$ cat config.mk
export PLATFORM = sky130hd
export DESIGN_NAME = instr_fetch_unit
export DESIGN_NICKNAME = d
export VERILOG_FILES = /design/src/rtl/instr_fetch_unit.sv
export SDC_FILE = /design/constraint.sdc
export NUM_CORES = 1
export LEC_CHECK = 0
export ABC_AREA = 1
export CORE_ASPECT_RATIO = 0.5
export CORE_MARGIN = 4
export CORE_UTILIZATION = 40
export DETAILED_ROUTE_END_ITERATION = 16
export PLACE_DENSITY = 0.77
export RECOVER_POWER = 50
export SYNTH_ARGS = -nofsm -noshare
export SYNTH_HDL_FRONTEND = slang
export SYNTH_SLANG_ARGS = --single-unit
$ cat constraint.sdc
create_clock -name clk -period 1.79 [get_ports clk]
set_input_delay 0.2685 -clock clk [delete_from_list [all_inputs] [get_ports clk]]
set_output_delay 0.2685 -clock clk [all_outputs]
set_load 0.02 [all_outputs]
$ cat src/rtl/instr_fetch_unit.sv
// ---------------------------------------------------------------------------
// instr_fetch_unit
//   Initiator side of the instruction-memory read port. Owns the fetch PC,
//   presents it as the byte address, and captures the big-endian word that
//   memory returns combinationally in the same cycle. Fetched {pc, instr}
//   pairs are queued in a small prefetch FIFO and handed to decode over a
//   valid/ready handshake. Supports branch redirect (flush + new PC) and a
//   level-sensitive halt request.
//
// Ports
//   clk            in   1   rising-edge clock
//   rst            in   1   synchronous, active-high reset
//   imem_addr      out  32  byte address to instruction memory (= fetch PC)
//   imem_instr     in   32  word at imem_addr, valid in the same cycle
//   redirect_valid in   1   branch/jump taken: flush and restart at redirect_pc
//   redirect_pc    in   32  new fetch address, bits [1:0] ignored
//   halt_req       in   1   while high, no new fetches (FIFO still drains)
//   out_valid      out  1   FIFO head holds a valid instruction
//   out_ready      in   1   decode accepts the head this cycle
//   out_instr      out  32  instruction at FIFO head
//   out_pc         out  32  address of out_instr
//   halted         out  1   halt state reached and FIFO empty
// ---------------------------------------------------------------------------
module instr_fetch_unit #(
    parameter logic [31:0] RESET_PC   = 32'h0000_0000,
    parameter int          FIFO_DEPTH = 2
) (
    input  logic        clk,
    input  logic        rst,
    output logic [31:0] imem_addr,
    input  logic [31:0] imem_instr,
    input  logic        redirect_valid,
    input  logic [31:0] redirect_pc,
    input  logic        halt_req,
    output logic        out_valid,
    input  logic        out_ready,
    output logic [31:0] out_instr,
    output logic [31:0] out_pc,
    output logic        halted
);

    localparam int            CW      = $clog2(FIFO_DEPTH + 1);
    localparam logic [CW-1:0] DEPTH_C = CW'(FIFO_DEPTH);

    typedef enum logic {
        ST_RUN  = 1'b0,
        ST_HALT = 1'b1
    } state_e;

    state_e        state_q, state_d;
    logic [31:0]   fetch_pc_q, fetch_pc_d;
    logic [CW-1:0] count_q, count_d;
    logic [CW-1:0] count_after_pop;
    logic [31:0]   ent_pc_q    [FIFO_DEPTH];
    logic [31:0]   ent_pc_d    [FIFO_DEPTH];
    logic [31:0]   ent_instr_q [FIFO_DEPTH];
    logic [31:0]   ent_instr_d [FIFO_DEPTH];
    logic          push;
    logic          pop;

    // The low two redirect bits are deliberately discarded (word alignment).
    logic unused_redirect_lsbs;
    assign unused_redirect_lsbs = ^redirect_pc[1:0];

    always_comb begin
        state_d         = state_q;
        fetch_pc_d      = fetch_pc_q;
        count_d         = count_q;
        ent_pc_d        = ent_pc_q;
        ent_instr_d     = ent_instr_q;

        pop  = (count_q != '0) & out_ready;
        // A full FIFO still accepts a push when the head leaves in the same cycle.
        push = (state_q == ST_RUN) & ~halt_req & ~redirect_valid
             & ((count_q < DEPTH_C) | pop);
        count_after_pop = count_q - CW'(pop);

        unique case (state_q)
            ST_RUN:  if (halt_req)  state_d = ST_HALT;
            ST_HALT: if (!halt_req) state_d = ST_RUN;
            default: state_d = ST_RUN;
        endcase

        if (redirect_valid) begin
            // Flush only clears the count; entry 0 keeps the last head so
            // out_pc/out_instr hold their value while out_valid is low.
            count_d    = '0;
            fetch_pc_d = {redirect_pc[31:2], 2'b00};
        end else begin
            if (pop) begin
                // Shift only occupied slots so a drained FIFO leaves the
                // popped word visible in entry 0.
                for (int i = 0; i < FIFO_DEPTH - 1; i++) begin
                    if (CW'(i + 1) < count_q) begin
                        ent_pc_d[i]    = ent_pc_q[i + 1];
                        ent_instr_d[i] = ent_instr_q[i + 1];
                    end
                end
            end
            if (push) begin
                for (int i = 0; i < FIFO_DEPTH; i++) begin
                    if (CW'(i) == count_after_pop) begin
                        ent_pc_d[i]    = fetch_pc_q;
                        ent_instr_d[i] = imem_instr;
                    end
                end
                fetch_pc_d = fetch_pc_q + 32'd4;
            end
            count_d = count_after_pop + CW'(push);
        end
    end

    always_ff @(posedge clk) begin
        if (rst) begin
            state_q    <= ST_RUN;
            fetch_pc_q <= RESET_PC;
            count_q    <= '0;
            for (int i = 0; i < FIFO_DEPTH; i++) begin
                ent_pc_q[i]    <= '0;
                ent_instr_q[i] <= '0;
            end
        end else begin
            state_q     <= state_d;
            fetch_pc_q  <= fetch_pc_d;
            count_q     <= count_d;
            ent_pc_q    <= ent_pc_d;
            ent_instr_q <= ent_instr_d;
        end
    end

    assign imem_addr = fetch_pc_q;
    assign out_valid = (count_q != '0);
    assign out_pc    = ent_pc_q[0];
    assign out_instr = ent_instr_q[0];
    assign halted    = (state_q == ST_HALT) && (count_q == '0);

endmodule

==> key figures, run 1 <==
Run status
  • Status: complete, no violations

Layout
  • Ant diodes: 0
  • Layout cells sized above 1: 0.0826
  • Design Area, Final: slightly above 9000 um2
  • # nets final: 1,135
  • Cell Count, Final, Fillers Out: 1,312
  • Synth-to-Final Area Change: 28.5%

Placement
  • DP Area: a little under 9000 um2
  • Placer Congestion: a little over 0.9
  • HPWL Detailed: roughly 15,000 um
  • Port Buf Inserts: 162
  • # placed instances: between 1,000 and 1,500

Clock tree
  • CTS tree: done
  • CTS Hold Bufs: 0
  • Cells resized by post-CTS repair: 31
  • Number of CTS-inserted buffers: 17
  • Sink Count: roughly 160
  • Clk Latency, worst-skew pair: 410 ps
  • CTS root buf: clkbuf_16
  • Clock Pin Slew Worst Setup and Hold Paths: approximately 70 ps
  • Clk buf depth: 2
  • Post-CTS Setup Bufs: 0
  • CTS H-Tree Depth: 4

Timing
  • Final hold vios: 0
  • Crit path time final: between 1500 and 2000 ps
  • WHS: ~440 ps
  • Fin crit share: 0.976
  • Achievable frequency: 573 MHz
  • RSZ-0062 raised after global routing: no
  • Final Max Slew Viols: 0
  • # setup viols final: 0
  • Worst Skew: 10.5 ps
  • Sum Neg Setup Slack: 0 ps

Synth
  • #FFs+latches synth: between 150 and 200
  • Synthesized area per cell: 7.45 um2
  • Syn. warnings: 0
  • Cells after Synth: a little under 1,000
  • Count of cell types in the netlist: 29
  • Cell Area, Synth: approximately 7200 um2
  • Register area share after synthesis: 0.441

Route
  • Routed len/inst: 16.5 um
  • Vias: approximately 7,000
  • Drt total wl: around 22,000 um
  • Residual DRC: 0
  • First drt pass iteration count: 5
  • DRT iter0 DRCs: approximately 470
  • Vias per Instance: 5.35
  • Final antenna-violating net count: 0

Pwr
  • PwrDens: a little over 900 nW/um2
  • Part of the power in combinational logic: 0.125
  • Leak pwr: around 3.6 nW
  • Clk pwr share: 0.427
  • Pint: just over 6 mW
  • Peak supply drop: between 0.6 and 0.7 mV
  • Part of the power in registers: 0.449
  • Switching portion of total power: 0.267
  • Psw: 2.24 mW

Global route
  • Vias in the first global route: 6,729
  • Global Route Usage Sum: 0.204
  • Largest net degree at the start of global routing: 76
  • First-pass GRT wire length: approximately 34,000 um
  • Grt ovf: 0
  • Antenna violations before repair: 0

Worst setup path
  • Cell family with most CP delay: buffers and inverters
  • Depth of the most critical reg-to-reg path: 9
  • Worst Path Max Fanout: 7
  • Crit end category: output port
  • Critical Path Stages: 1
  • Crit-path slowest cell: clkdlybuf4s50_1
  • Crit path largest cell delay: around 640 ps
  • CP Data Required Time: roughly 1500 ps
  • Crit path cell chain: clkdlybuf4s50_1
  • Setup crit start kind: register
  • Crit path arrival time: between 1000 and 1500 ps
  • CP bufs+invs: 1
  • Kind of critical path: register to output port

Die
  • Die area: a little over 20,000 um2
  • Die Y: 103 um
  • Die width: 198 um
  • # rows: 34
  • Initial Util: 0.412
  • I/O Pins: 167
  • CORE AREA: around 18,000 um2

Flow run
  • Max-capacitance violation count: 0

Hold path
  • Worst Hold Class: register to register
  • Hold Path Depth: 2
==> final timing paths <==
kind / from / to / slack [ps]
worst min register to register: out_pc[0]$_SDFFE_PP0N_ / out_pc[0]$_SDFFE_PP0N_ / 440
worst max-delay path: imem_addr[19]$_SDFFE_PP0P_ / imem_addr[19] / 40
worst max register to register: imem_addr[2]$_SDFFE_PP0P_ / imem_addr[21]$_SDFFE_PP0P_ / 120
worst min-delay path: out_pc[0]$_SDFFE_PP0N_ / out_pc[0]$_SDFFE_PP0N_ / 440
==> through the flow <==
step	total power, mW	worst slack, ps	util
floorplan	4.44	187	-
global placement	4.91	-94.7	0.501
detailed placement	4.93	-200	0.501
CTS	8.48	0.721	0.533
global route	8.69	7.40	0.530
finish	8.40	43.4	0.530
==> flip-flops by register name, summed over array words and instances, names as in the netlist <==
signal       count
out_pc          32
count_q          2
out_instr       32
ent_pc_q        30
imem_addr       30
ent_instr_q     32
state_q          1
==> placed cells by master, fill, tap and decap left out, types with 3 or more instances in the layout <==
master	synthesis	layout
a21oi_1	105	106
a22oi_1	22	22
a31oi_1	6	6
buf_12	0	6
buf_4	79	29
clkbuf_1	40	6
clkbuf_16	0	17
clkdlybuf4s50_1	0	134
clkinv_4	0	4
clkinvlp_4	0	3
dfxtp_1	159	157
dlygate4sd2_1	0	26
inv_1	34	32
inv_2	2	3
inv_6	1	4
nand2_1	135	133
nand2_2	2	4
nand3_1	25	25
nor2_1	138	137
o21ai_0	31	89
o21ai_1	97	39
o22ai_1	62	62
xor2_1	8	8
==> layout make-up <==
cell class              instances  area (um2)
fillers                      1644        8250
repair buffers                206        1970
flip-flops and latches        159        3190
clock inverters                13         130
inverters                      37         145
well taps                     234         293
clock buffers                  19         453
multi-input cells             644        3100
==> worst min-delay path: cells and delay by family (launching register included) <==
| kind | cells | cell delay, ps |
|---|---|---|
| AND/OR/NAND/NOR | 2 | 100 |
| flip-flops | 1 | 310 |
==> kinds of logic after synthesis <==
logic type      Yosys count  synth area share
flops                   159             0.441
compound gates          325             0.245
simple gates            306             0.167
fa+ha+maj                 1           0.00173
buf+inv                 167             0.132
other cells               1          0.000519
xor+xnor                 10            0.0121
==> power groups by stage <==
stage	Sequential (mW)	Combinational (mW)	Clock [mW]
2_1_floorplan	3.88	0.566	0
3_3_place_gp	3.84	1.07	0
3_5_place_dp	3.85	1.09	0
4_1_cts	3.77	1.07	3.64
5_1_grt	3.78	1.13	3.79
6_report	3.77	1.05	3.58
==> routing by layer <==
metal	up-vias	global-route usage	share of wire
met3	40	0.0287	0.055
li1	3426	-	-
met5	-	0	0
met2	226	0.360	0.49
met1	3333	0.260	0.44
met4	0	0.0751	0.021
==> Yosys cell counts (all sizes together) <==
cell | count | area [um2]
dfxtp | 159 | 3180
nor2 | 140 | 531
nand2 | 137 | 519
o21ai | 128 | 641
a21oi | 106 | 534
buf | 90 | 659
o22ai | 62 | 388
clkbuf | 40 | 150
inv | 37 | 144
nand3 | 25 | 125
a22oi | 22 | 165
xor2 | 8 | 70.1
a31oi | 6 | 37.5
nor3 | 2 | 21.3
or2 | 2 | 12.5
xnor2 | 2 | 17.5
conb | 1 | 3.75
ha | 1 | 12.5
o211ai | 1 | 7.51
Note: power is estimated with default switching activity, not from simulation.
==> run 2: changes to the inputs <==
SLEW_MARGIN = 20   (was default)
==> results of run 2 <==
No change in the layout: final DEF, timing and power equal those of run 1.
